File: src/rtl/screen_page_sequencer.sv
// screen_page_sequencer: frame-synchronous START/PLAY/OVER/WON page flow, game control and page pixel mux
//   vga_clk, reset                  : pixel clock, synchronous active-high reset
//   frame_tick                      : one pulse per frame; all page changes commit on it
//   key_any                         : OR of direction keys (synchronised level)
//   game_over, game_won, score_in   : status from game_logic
//   start_rgb, game_rgb, end_rgb    : page pixels in
//   pix_data                        : selected pixel (1-cycle latency)
//   page                            : 00 START, 01 PLAY, 10 OVER, 11 WON
//   game_reset, game_run            : game_logic control
//   score_latched                   : score captured when leaving PLAY
module screen_page_sequencer #(
  parameter int RGB_W = 16,
  parameter int SCORE_W = 8,
  parameter int OVER_HOLD_FRAMES = 120
) (
  input  logic               vga_clk,
  input  logic               reset,
  input  logic               frame_tick,
  input  logic               key_any,
  input  logic               game_over,
  input  logic               game_won,
  input  logic [SCORE_W-1:0] score_in,
  input  logic [RGB_W-1:0]   start_rgb,
  input  logic [RGB_W-1:0]   game_rgb,
  input  logic [RGB_W-1:0]   end_rgb,
  output logic [RGB_W-1:0]   pix_data,
  output logic [1:0]         page,
  output logic               game_reset,
  output logic               game_run,
  output logic [SCORE_W-1:0] score_latched
);
  localparam int HW = $clog2(OVER_HOLD_FRAMES + 1);
  localparam logic [1:0] START = 2'b00, PLAY = 2'b01, OVER = 2'b10, WON = 2'b11;
  logic [1:0] state, next;
  logic [HW-1:0] hold_cnt;
  logic start_req, key_q, key_rise, saturated, press, next_reset, next_run;
  assign key_rise = key_any & ~key_q;
  assign saturated = hold_cnt == HW'(OVER_HOLD_FRAMES);
  // a rise on the tick cycle counts as already seen
  assign press = start_req | key_rise;
  assign page = state;
  always_comb begin
    next = !frame_tick ? state :
           state == START ? (press ? PLAY : START) :
           state == PLAY ? (game_won ? WON : game_over ? OVER : PLAY) :
           (saturated && press) ? START : state;
  end
  always_comb begin
    next_reset = next == START;
    next_run = next == PLAY;
  end
  always_ff @(posedge vga_clk) begin
    if (reset) begin
      state <= START;
      game_reset <= 1'b1;
      game_run <= 1'b0;
      pix_data <= '0;
      score_latched <= '0;
      hold_cnt <= '0;
      start_req <= 1'b0;
      key_q <= 1'b1;
    end else begin
      state <= next;
      game_reset <= next_reset;
      game_run <= next_run;
      key_q <= key_any;
      pix_data <= state == START ? start_rgb : state == PLAY ? game_rgb : end_rgb;
      if (state == PLAY && next != PLAY) score_latched <= score_in;
      hold_cnt <= state == PLAY ? '0 :
                  (state[1] && frame_tick && !saturated) ? hold_cnt + 1'b1 : hold_cnt;
      // presses on the end pages before saturation are dropped, not queued
      start_req <= next != state ? 1'b0 :
                   (key_rise && (state == START || (state[1] && saturated))) ? 1'b1 : start_req;
    end
  end
endmodule

File: config.mk
export PLATFORM = sky130hd
export DESIGN_NAME = screen_page_sequencer
export DESIGN_NICKNAME = d
export VERILOG_FILES = /design/src/rtl/screen_page_sequencer.sv
export SDC_FILE = /design/constraint.sdc
export NUM_CORES = 1
export LEC_CHECK = 0
export BUFFER_PORTS_ARGS = -buffer_cell sky130_fd_sc_hd__buf_2
export CAP_MARGIN = 25
export CORE_MARGIN = 10
export CORE_UTILIZATION = 47
export DETAILED_ROUTE_END_ITERATION = 6
export GPL_ROUTABILITY_DRIVEN = 1
export PLACE_DENSITY_LB_ADDON = 0.15
export REMOVE_ABC_BUFFERS = 1
export SYNTH_ARGS = -nofsm -noshare
export SYNTH_HDL_FRONTEND = slang
export SYNTH_SLANG_ARGS = --single-unit
export TNS_END_PERCENT = 1
File: constraint.sdc
create_clock -name vga_clk -period 2.95 [get_ports vga_clk]
set_input_delay 0.295 -clock vga_clk [delete_from_list [all_inputs] [get_ports vga_clk]]
set_output_delay 0.295 -clock vga_clk [all_outputs]
set_load 0.01 [all_outputs]
# [After elaboration in Yosys (flattened, before gate mapping)]
# Index checks and enable logic that the tools add are counted.
[word_totals] ff_bits=37 in_bits=62
[op_classes] addsub=1 eq_ne=5 muxes=9 n_bitwise=3 reduce_logical=12
[ops] op="16-bit 2-to-1 mux" n=2
[ops] op="2-bit 2-to-1 mux" n=6
[ops] op="7-bit by 1-bit adder with 7-bit output, second input constant" n=1
[ops] op="7-bit equality test, second input constant" n=1
[ops] op="1-bit logical AND" n=6
[ops] op="2-bit by 1-bit equality test with 1-bit output, second input constant" n=2
[ops] op="2-bit zero test" n=2
[ops] op="2-bit OR reduction" n=2
[ops] op="2-bit by 1-bit inequality test with 1-bit output, second input constant" n=1
[ops] op="2-bit inequality test" n=1
[ops] op="1-bit AND" n=1
[ops] op="1-bit zero test" n=1
[ops] op="1-bit logical OR" n=1
[ops] op="1-bit 2-to-1 mux" n=1
[ops] op="1-bit NOT" n=1
[ops] op="1-bit bitwise OR" n=1

# [Depth between registers and ports, before layout]
# Gate-level depths: netlist (run 1).
[logic_depth] word_depth=10 ltp_mapped=6

# [Worst setup path before layout (run 1)]
# No wires, ideal clock.
[synth_path] path_type="reg2reg" start="register state[0], in the netlist page[0]" end="register score_latched[0]" setup_time_ps=128 t_arrival_ps=1182 required_time_ps=2822 slack_ps=1640 path_stages_with_launch=7 path_buffers=2 synth_period_minus_slack_ps=1310 cell_sequence="dfxtp_1 buf_6 nand2b_4 nor3_4 buf_6 mux2i_1 nor2_1"
[synth_via] elab_chain_cells=6 word_cells_on_any_way=8 classes_between="eq/ne: 2; mux: 4; reduce/logical: 2"
[synth_lines] item="start: declaration" line_no="34" source="logic [1:0] state, next;"
[synth_lines] item="start signal: assignment" line_no="63" source="state <= next;"
[synth_lines] item="2-bit by 1-bit equality test with 1-bit output / 2-bit 2-to-1 mux (equally long branches)" line_no="45, 68, 46"
[synth_lines] item="2-bit 2-to-1 mux" line_no="45" source="state == PLAY ? (game_won ? WON : game_over ? OVER : PLAY) :"
[synth_lines] item="2-bit 2-to-1 mux" line_no="44" source="state == START ? (press ? PLAY : START) :"
[synth_lines] item="2-bit 2-to-1 mux" line_no="43" source="next = !frame_tick ? state :"
[synth_lines] item="2-bit by 1-bit inequality test with 1-bit output" line_no="68" source="if (state == PLAY && next != PLAY) score_latched <= score_in;"
[synth_lines] item="1-bit logical AND *" line_no="68"
[synth_lines] item="end signal: assignment" line_no="68"
[synth_lines] item="end: declaration" line_no="30" source="output logic [SCORE_W-1:0] score_latched"
# Every way passes the cells marked *; elsewhere a longest branch is shown, timed or not.
# A chain may end at the register's enable or synchronous reset.

# [Final worst setup path (run 1)]
[layout_path] start="register state[0], in the netlist page[0]" end="output port page[0]"
[layout_lines] item="end: declaration" line_no="27" source="output logic [1:0] page,"
# No word-level cell between the ends.

==> qor.yml, run 1 <==
final_nets: 335
synth_top_cell_by_area: "dfxtp_1"
slew_headroom_pct: 57.4
crit_slowest_cell: "dfxtp_1"
tightest_slew_ns: 0.636
yosysUniqueCellTypes: 36
io_buffers: 89
r2r_end: "score_latched[6]"
ios: 90
path_cells: "buf_4, buf_2"
cts_buffer_depth: 2
cts_root_buf: "clkbuf_4"
p_leak_nw: 1.00
arrival_ns: 1.25
cp_num_buf_inv: 2
power_density_nw_per_um2: 437
path_clk_slew_ns: 0.11
syn_inst: 183
cts_buffers: 5
synth_top_area_share_pct: 44.7
drv_slew: 0
rows: 21
synth_edf_count: 0
drv_cap: 0
endpoint_kind: "output pin"
globalplace.congestion: 0.824
hpwlAfterDp_um: 3410
clk-insertion-delay-late_ns: 0.34
cts_resized: 0
dr.pass1.iters: 4
fp.dieArea_sq_um: 6300
clock_skew_ns: 0.00895
synthTopCellsByCount: "nor2_1 (49), dfxtp_1 (37), mux2i_1 (26)"
syn_area_sq_um: 1660
post_cts_buffers: 0
max_clock_freq_mhz: 646
layout-drive-gt1-share_pct: 39.1
syn2layout_area_growth_pct: 31.0
vias: 1532
worstReg2RegStart: "page[0]"
yosysMostFrequentCell: "nor2_1"
whs_ns: 0.146
ys_warn_count: 0
wl_um: 4330
route.detailed.drc: 0
grt_start_max_net_pins: 42
min_period_ns: 1.55
htreeDepth: 2
cts_hold_buf: 0
avgSynthCellArea_sq_um: 9.05
synth-adder-area-share_pct: 1.51
path_max_fanout: 19
diodes: 0
endpoint: "page[0]"
status: "complete, no violations"
cp-start-kind: "register"
place_area_sq_um: 2110
first_global_vias: 1616
core-area_sq_um: 3360
yosys.area_share.simple_pct: 19.8
cp_num_cells: 2
cpLargestDelayFamily: "buffers and inverters"
muxShareOfSynthArea_pct: 15.7
setup_viol: 0
die_w_um: 79.3
critPathKind: "reg2out"
grt_pass1_wl_um: 7210
synth-compound-area-share_pct: 10.6
antenna_found_initial: 0
ir_drop_v: 0.000247
place_ws_ns: 1.39
async_flop_share_pct: 0
ant_nets: 0
tns_ns: 0
final_util_pct: 64.5
wl_per_cell_um: 13.6
worstRegToRegCells: 4
rsz0062_at_grt: "false"
period_share_pct: 52.5
slowest_delay_ns: 0.39
drtIter0Drc: 42
grt.overflow.total: 0
track_usage_pct: 14.3
cp-startpoint: "page[0]"
critical_path_required_ns: 2.65
hp-class: "in2reg"
r2r_slack_ns: 1.48
cts_tree: "done"
synth_xor_area_share_pct: 2.65
synth-seq-cells: 37
synthTopCellsByArea: "dfxtp_1 (45%), mux2i_1 (16%), nor2_1 (11%), a21oi_1 (6.0%), xor2_1 (1.6%)"
numClockSinks: 37
hold_viol_final: 0
yosysSeqAreaShare_pct: 44.7
vias_per_cell: 4.83
synth_flop_cell: "dfxtp_1"
fin_area_sq_um: 2170
die_h_um: 79.3
initial_core_util_pct: 49.2
synth_top_family_by_area: "simple AND/OR/NAND/NOR gates"
setup_ws_ns: 1.40
## report_power, final
group | leakage [nW] | switching (W) | internal (W) | total, W
Combinational | 0.666 | 0.0000767 | 0.0000743 | 0.000151
Sequential | 0.303 | 0.00000621 | 0.000522 | 0.000528
Clock | 0.0314 | 0.000157 | 0.000113 | 0.000269
Total | 1.00 | 0.000240 | 0.000709 | 0.000948
## sequential cells by signal (all words and copies together) (netlist names)
name           count
game_reset         1
game_run           1
hold_cnt           7
key_q              1
page               2
pix_data          16
score_latched      8
start_req          1
## logic make-up (layout without fill, tap and decap cells)
family                   count (synthesis)  after routing
AND/OR/NAND/NOR                         69             69
flip-flops                              37             37
AO/OA/AOI/OAI                           28             28
multiplexers                            26             26
buffers and inverters                   16            104
XOR/XNOR                                 5              5
adder cells (fa/ha/maj)                  2              2
## how the worst min path moves through the flow
stage	start	endpoint	slack [ns]	cells after the start
6_report	key_any	key_q	0.15	2
5_1_grt	key_any	key_q	0.13	2
4_1_cts	key_any	key_q	0.13	2
3_3_place_gp	score_latched[5]	score_latched[5]	0.47	2
2_1_floorplan	reset	page[1]	0.36	1
3_5_place_dp	score_latched[2]	score_latched[2]	0.48	2
## layout by cell type (no fill, tap or decap), types with 2 or more instances in the layout
cell type,netlist,layout
o21ai_1,2,2
inv_1,5,5
a21oi_1,20,20
nand2_1,3,3
ha_1,2,2
nor3_1,2,2
xor2_1,3,3
mux2i_1,26,26
dfxtp_1,37,37
xnor2_1,2,2
nor2_1,49,49
buf_4,1,2
buf_2,3,89
clkbuf_4,0,5
nand4_1,2,2
or3_1,2,2
## final cells by class
| type | instances | area [sq um] |
|---|---|---|
| clock buffer | 7 | 55.1 |
| inverter | 6 | 22.5 |
| timing repair buffer | 91 | 460 |
| multi-input combinational | 130 | 832 |
| sequential | 37 | 741 |
| fill | 337 | 1190 |
| tap | 46 | 57.6 |
## per-layer routing
metal	global-route usage [%]	routed length [um]
met5	0	0
met4	4.30	59
met3	8.90	414
met2	25.1	2220
met1	13.4	1630
## metrics by stage
stage	power (W)	cells
after detailed placement	0.000693	310
after floorplan	0.000614	173
after CTS	0.000955	317
after global routing	0.00100	317
final	0.000948	317
after global placement	0.000690	310
No activity file was read; power rests on OpenSTA's default activity.
==> run 2, diff against run 1 <==
ABC_AREA = 1   (was not set)
CORE_UTILIZATION = 45   (was 47)
clock period = 1.52 ns   (was 2.95 ns; I/O delays follow)
==> run 2 against run 1 <==
Setup slack worse by 1.3 ns. Synthesized cell count up 45%. Sequential power up 99%. Die area up 9.7%. Register-to-register slack worse by 1.4 ns. Largest power group unchanged. Final cell count up 29%. Clock-buffer cell count unchanged. Total power up 130%. Core utilization up 0.067 points. Cell area up 11%. Clock skew down 0.0059 ns.
==> qor.yml, run 2 <==
status: "complete, no violations"
async_flop_share_pct: 0  # unchanged
whs_ns: 0.0572  # -0.0887 ns
synth_edf_count: 0  # unchanged
clock_power_share_pct: 31.6  # +3.2 points
p_leak_nw: 1.30  # +30%
p_sw_w: 0.000594  # +150%
wl_um: 5150  # +19%
fp.dieArea_sq_um: 6910  # +9.7%
tightest_slew_ns: 0.304  # -0.333 ns
drtIter0Drc: 112  # +170%
drv_slew: 0  # unchanged
slew_headroom_pct: 79.7  # +22 points
pwr-share-seq_pct: 48.2  # -7.5 points
wl_per_cell_um: 12.6  # -8.0%
yosysMostFrequentCell: "nand2_1"
combPwrFrac_pct: 20.2  # +4.3 points
hold_viol_final: 0  # unchanged
place_area_sq_um: 2320  # +9.8%
rows: 22  # +4.8%
post_cts_buffers: 0  # unchanged
min_period_ns: 1.39
globalplace.congestion: 0.911  # +11%
grt_pass1_wl_um: 8360  # +16%
ant_nets: 0  # unchanged
layout_commonest_cell: "buf_2"
numClockSinks: 37  # unchanged
reg_top3: "pix_data: 16 flops, score_latched: 8 flops, hold_cnt: 7 flops"
tns_ns: 0  # unchanged
ys_warn_count: 0  # unchanged
period_share_pct: 91.5
synth_top_area_share_pct: 41.3  # -3.4 points
syn_area_sq_um: 1790  # +8.2%
route.detailed.drc: 0  # unchanged
largest-register: "pix_data"
path_max_fanout: 4  # -15
first_global_vias: 1789  # +11%
synth_top_cell_by_area: "dfxtp_1"
cp-start-kind: "register"
fin_area_sq_um: 2420  # +11%
final_cell_mix: "buf_2 (89), nand2_1 (85), nand3_1 (46), dfxtp_1 (36), inv_1 (26)"
setup_viol: 0  # unchanged
synthTopCellsByArea: "dfxtp_1 (41%), nand2_1 (18%), nand3_1 (13%), inv_1 (5.4%), a21oi_1 (4.7%)"
dp_cells: 403  # +30%
avgSynthCellArea_sq_um: 6.74  # -26%
r2r_slack_ns: 0.13  # -1.35 ns
hpwlAfterDp_um: 4090  # +20%
track_usage_pct: 14.1  # -0.15 points
hp-class: "in2reg"
syn_inst: 266  # +45%
layout-drive-gt1-share_pct: 33.4  # -5.7 points
cts_buffers: 5  # unchanged
switching_share_pct: 27.2  # +2.0 points
synth-seq-cells: 37  # unchanged
synth_flop_cell: "dfxtp_1"
ios: 90  # unchanged
regArea_sq_um: 742  # +0.17%
core-area_sq_um: 3740  # +11%
power_density_nw_per_um2: 902  # +110%
htreeDepth: 2  # unchanged
die_h_um: 83.1  # +4.7%
ir_drop_v: 0.000563  # +130%
filler_cell_count: 390  # +16%
cts_tree: "done"
syn2layout_area_growth_pct: 34.8
intPower_w: 0.00159  # +120%
synthTopCellsByCount: "nand2_1 (86), nand3_1 (46), dfxtp_1 (37)"
cts_resized: 0  # unchanged
final-instance-count-excl-fill: 410  # +29%
path_clk_slew_ns: 0.07  # -0.04 ns
diodes: 0  # unchanged
clk-insertion-delay-late_ns: 0.29  # -0.05 ns
arrival_ns: 1.62  # +0.37 ns
max_clock_freq_mhz: 719
die_w_um: 83.1  # +4.7%
largest_reg_flops: 16  # unchanged
grt.overflow.total: 0  # unchanged
dr.pass1.iters: 4  # unchanged
yosysSeqAreaShare_pct: 41.3  # -3.4 points
cts_root_buf: "clkbuf_8"
critPathKind: "reg2reg"
cts_hold_buf: 0  # unchanged
vias_per_cell: 4.79  # -0.93%
critical_path_required_ns: 1.75  # -0.90 ns
cts_buffer_depth: 2  # unchanged
vias: 1963  # +28%
grt_start_max_net_pins: 17  # -60%
io_buffers: 89  # unchanged
initial_core_util_pct: 47.9  # -1.4 points
multi_input_area_sq_um: 887  # +6.6%
endpoint_kind: "register"
clock_skew_ns: 0.00309  # -0.00586 ns
antenna_found_initial: 0  # unchanged
drv_cap: 0  # unchanged
yosysUniqueCellTypes: 24  # -33%
final_nets: 426  # +27%
-- run 2: cells by family (layout without fill, tap and decap cells) --
| family | count (synthesis) | in the layout | synth area share, % |
|---|---|---|---|
| flip-flops | 37 | 37 | 41.3 |
| buffers and inverters | 41 | 137 | 9.57 |
| AND/OR/NAND/NOR | 158 | 158 | 37.8 |
| XOR/XNOR | 3 | 3 | 1.47 |
| AO/OA/AOI/OAI | 25 | 25 | 8.38 |
| adder cells (fa/ha/maj) | 2 | 2 | 1.40 |
-- run 2: metal layers --
metal	track usage [%]	part of all wire, %	vias up	routed length, um
met5	0	0	-	0
met4	4.15	1.0	0	54
met3	6.54	9.2	8	473
met2	22.1	46	65	2370
met1	16.7	44	864	2250
li1	-	-	1026	-
-- run 2: metrics by stage --
step	setup slack (ns)	util (%)	power (W)
after CTS	0.0655	64.3	0.00221
after global placement	0.125	62.0	0.00151
after floorplan	-0.442	-	0.00130
after global routing	-0.0365	64.5	0.00230
after detailed placement	0.0802	62.0	0.00152
final	0.129	64.5	0.00218
-- run 2: worst paths after layout --
path              cells past startpoint          endpoint             start
setup / recovery                     10        game_reset       hold_cnt[0]
hold / removal                        2             key_q           key_any
setup reg to reg                     10        game_reset       hold_cnt[0]
hold reg to reg                       2  score_latched[3]  score_latched[3]
-- run 2: cell type report --
cell class,instances,area share [%]
tap,48,2.49
multi-input combinational,188,36.7
timing repair buffer,100,21.9
clock buffer,7,3.57
inverter,30,4.66
sequential,37,30.7
-- run 2: power by group through the flow --
| stage | Clock (W) | Combinational [W] | Sequential, W |
|---|---|---|---|
| after CTS | 0.000709 | 0.000446 | 0.00105 |
| final | 0.000688 | 0.000441 | 0.00105 |
| after global placement | 0 | 0.000438 | 0.00107 |
| after detailed placement | 0 | 0.000445 | 0.00107 |
| after global routing | 0.000744 | 0.000498 | 0.00106 |
| after floorplan | 0 | 0.000191 | 0.00111 |
-- run 2: worst max-delay path, stage by stage (launching register included) --
cell     delay (ns)
dfxtp_2        0.33
inv_1          0.10
ha_1           0.15
nand3_1        0.11
nor2_2         0.13
nand2_1        0.13
nand2_1        0.11
nand2_1        0.06
nand2_1        0.08
inv_2          0.04
nor2_1         0.07
==> run 3, diff against run 2 <==
RECOVER_POWER = 50   (was not set)
==> run 3 against run 2 <==
Global-route usage unchanged. Register-to-register slack about the same. Critical path depth unchanged. Flip-flop and latch count unchanged. Wire length up 0.16%. Critical path type unchanged. Final cell count unchanged.
==> qor.yml, run 3 (same netlist as run 2, synthesis figures left out) <==
period_share_pct: 91.1  # -0.35 points
drv_cap: 0  # unchanged
hp-class: "in2reg"
place_ws_ns: 0.0802  # unchanged
arrival_ns: 1.61  # about the same
vias: 1976  # +0.66%
path_clk_slew_ns: 0.07  # about the same
layout_commonest_cell: "nand2_1"
hold_viol_final: 0  # unchanged
dr.pass1.iters: 4  # unchanged
ant_nets: 0  # unchanged
fp.dieArea_sq_um: 6910  # unchanged
power_density_nw_per_um2: 912  # +1.0%
antenna_found_initial: 0  # unchanged
ios: 90  # unchanged
filler_cell_count: 401  # +2.8%
drtIter0Drc: 94  # -16%
cts_tree: "done"
reg_top3: "pix_data: 16 flops, score_latched: 8 flops, hold_cnt: 7 flops"
initial_core_util_pct: 47.9  # unchanged
drv_slew: 0  # unchanged
clk-insertion-delay-late_ns: 0.29  # about the same
io_buffers: 89  # unchanged
cts_hold_buf: 0  # unchanged
wl_per_cell_um: 12.6  # +0.16%
globalplace.congestion: 0.911  # unchanged
min_period_ns: 1.39  # -0.00534 ns
tightest_slew_ns: 0.568  # +0.265 ns
grt_start_max_net_pins: 17  # unchanged
htreeDepth: 2  # unchanged
wl_um: 5160  # +0.16%
numClockSinks: 37  # unchanged
vias_per_cell: 4.82  # +0.66%
die_h_um: 83.1  # unchanged
setup_ws_ns: 0.135  # +0.00534 ns
endpoint_kind: "register"
first_global_vias: 1789  # unchanged
setup_viol: 0  # unchanged
status: "complete, no violations"
cp-start-kind: "register"
layout-drive-gt1-share_pct: 25.7  # -7.7 points
grt_pass1_wl_um: 8360  # unchanged
hpwlAfterDp_um: 4090  # unchanged
rows: 22  # unchanged
max_clock_freq_mhz: 722  # +0.39%
critPathKind: "reg2reg"
ir_drop_v: 0.000558  # -0.83%
grt.overflow.total: 0  # unchanged
core-area_sq_um: 3740  # unchanged
die_w_um: 83.1  # unchanged
largest_reg_flops: 16  # unchanged
path_max_fanout: 4  # unchanged
cts_buffers: 5  # unchanged
critical_path_required_ns: 1.75  # about the same
clock_skew_ns: 0.00345  # +0.000354 ns
cts_root_buf: "clkbuf_8"
slew_headroom_pct: 62.1  # -18 points
largest-register: "pix_data"
whs_ns: 0.0567  # -0.000577 ns
final_cell_mix: "nand2_1 (85), buf_2 (63), nand3_1 (46), dfxtp_1 (36), clkbuf_1 (29)"
cts_buffer_depth: 2  # unchanged
p_leak_nw: 1.20  # -8.2%
track_usage_pct: 14.1  # unchanged
diodes: 0  # unchanged
syn2layout_area_growth_pct: 32.3
route.detailed.drc: 0  # unchanged
final_nets: 426  # unchanged
## run 3: metal layers
layer	track usage [%]	share of wire (%)	up-vias	routed length, um
met4	4.15	1.0	0	54
met5	0	0	-	0
met3	6.54	8.3	8	428
met1	16.7	43	882	2240
met2	22.1	47	58	2430
li1	-	-	1028	-
## run 3: final timing paths
kind                    startpoint                to  slack (ns)  cells after the start
setup reg to reg       hold_cnt[0]        game_reset        0.13                     10
setup / recovery       hold_cnt[0]        game_reset        0.13                     10
hold reg to reg   score_latched[3]  score_latched[3]        0.46                      2
hold / removal             key_any             key_q        0.06                      2
## run 3: power breakdown
| group | switching [W] | internal [W] | total [W] |
|---|---|---|---|
| sequential | 0.0000200 | 0.00103 | 0.00105 |
| clock | 0.000329 | 0.000359 | 0.000688 |
| combinational | 0.000246 | 0.000175 | 0.000421 |
## run 3: stage by stage
step	utilization [%]	total power, W	TNS (ns)	area, sq um	cells
3_5_place_dp	62.0	0.00152	0	2320	403
4_1_cts	64.3	0.00221	0	2410	410
6_report	63.3	0.00216	0	2370	410
2_1_floorplan	-	0.00130	-7.92	1730	255
5_1_grt	63.3	0.00228	-0.0368	2370	410
3_3_place_gp	62.0	0.00151	0	2320	403
## run 3: area by class of cell
type / instances / area, sq um / area share [%]
multi-input cells: 188 / 887 / 37.4
inverters: 30 / 113 / 4.75
repair buffers: 100 / 483 / 20.4
well taps: 48 / 60.1 / 2.53
flip-flops and latches: 37 / 742 / 31.3
clock buffers: 7 / 86.3 / 3.64
## run 3: worst max-delay path, cell delays in order (launching register included)
cell and delay, ns:
dfxtp_2 0.33, inv_1 0.10, ha_1 0.15, nand3_1 0.11
nor2_2 0.13, nand2_1 0.13, nand2_1 0.11, nand2_1 0.06
nand2_1 0.08, inv_2 0.04, nor2_1 0.07
## run 3: timing repair
action	CTS	global route
setup endpoints to repair	0	8
hold endpoints to repair	0	0
gates resized for setup	0	6
setup buffers	0	0
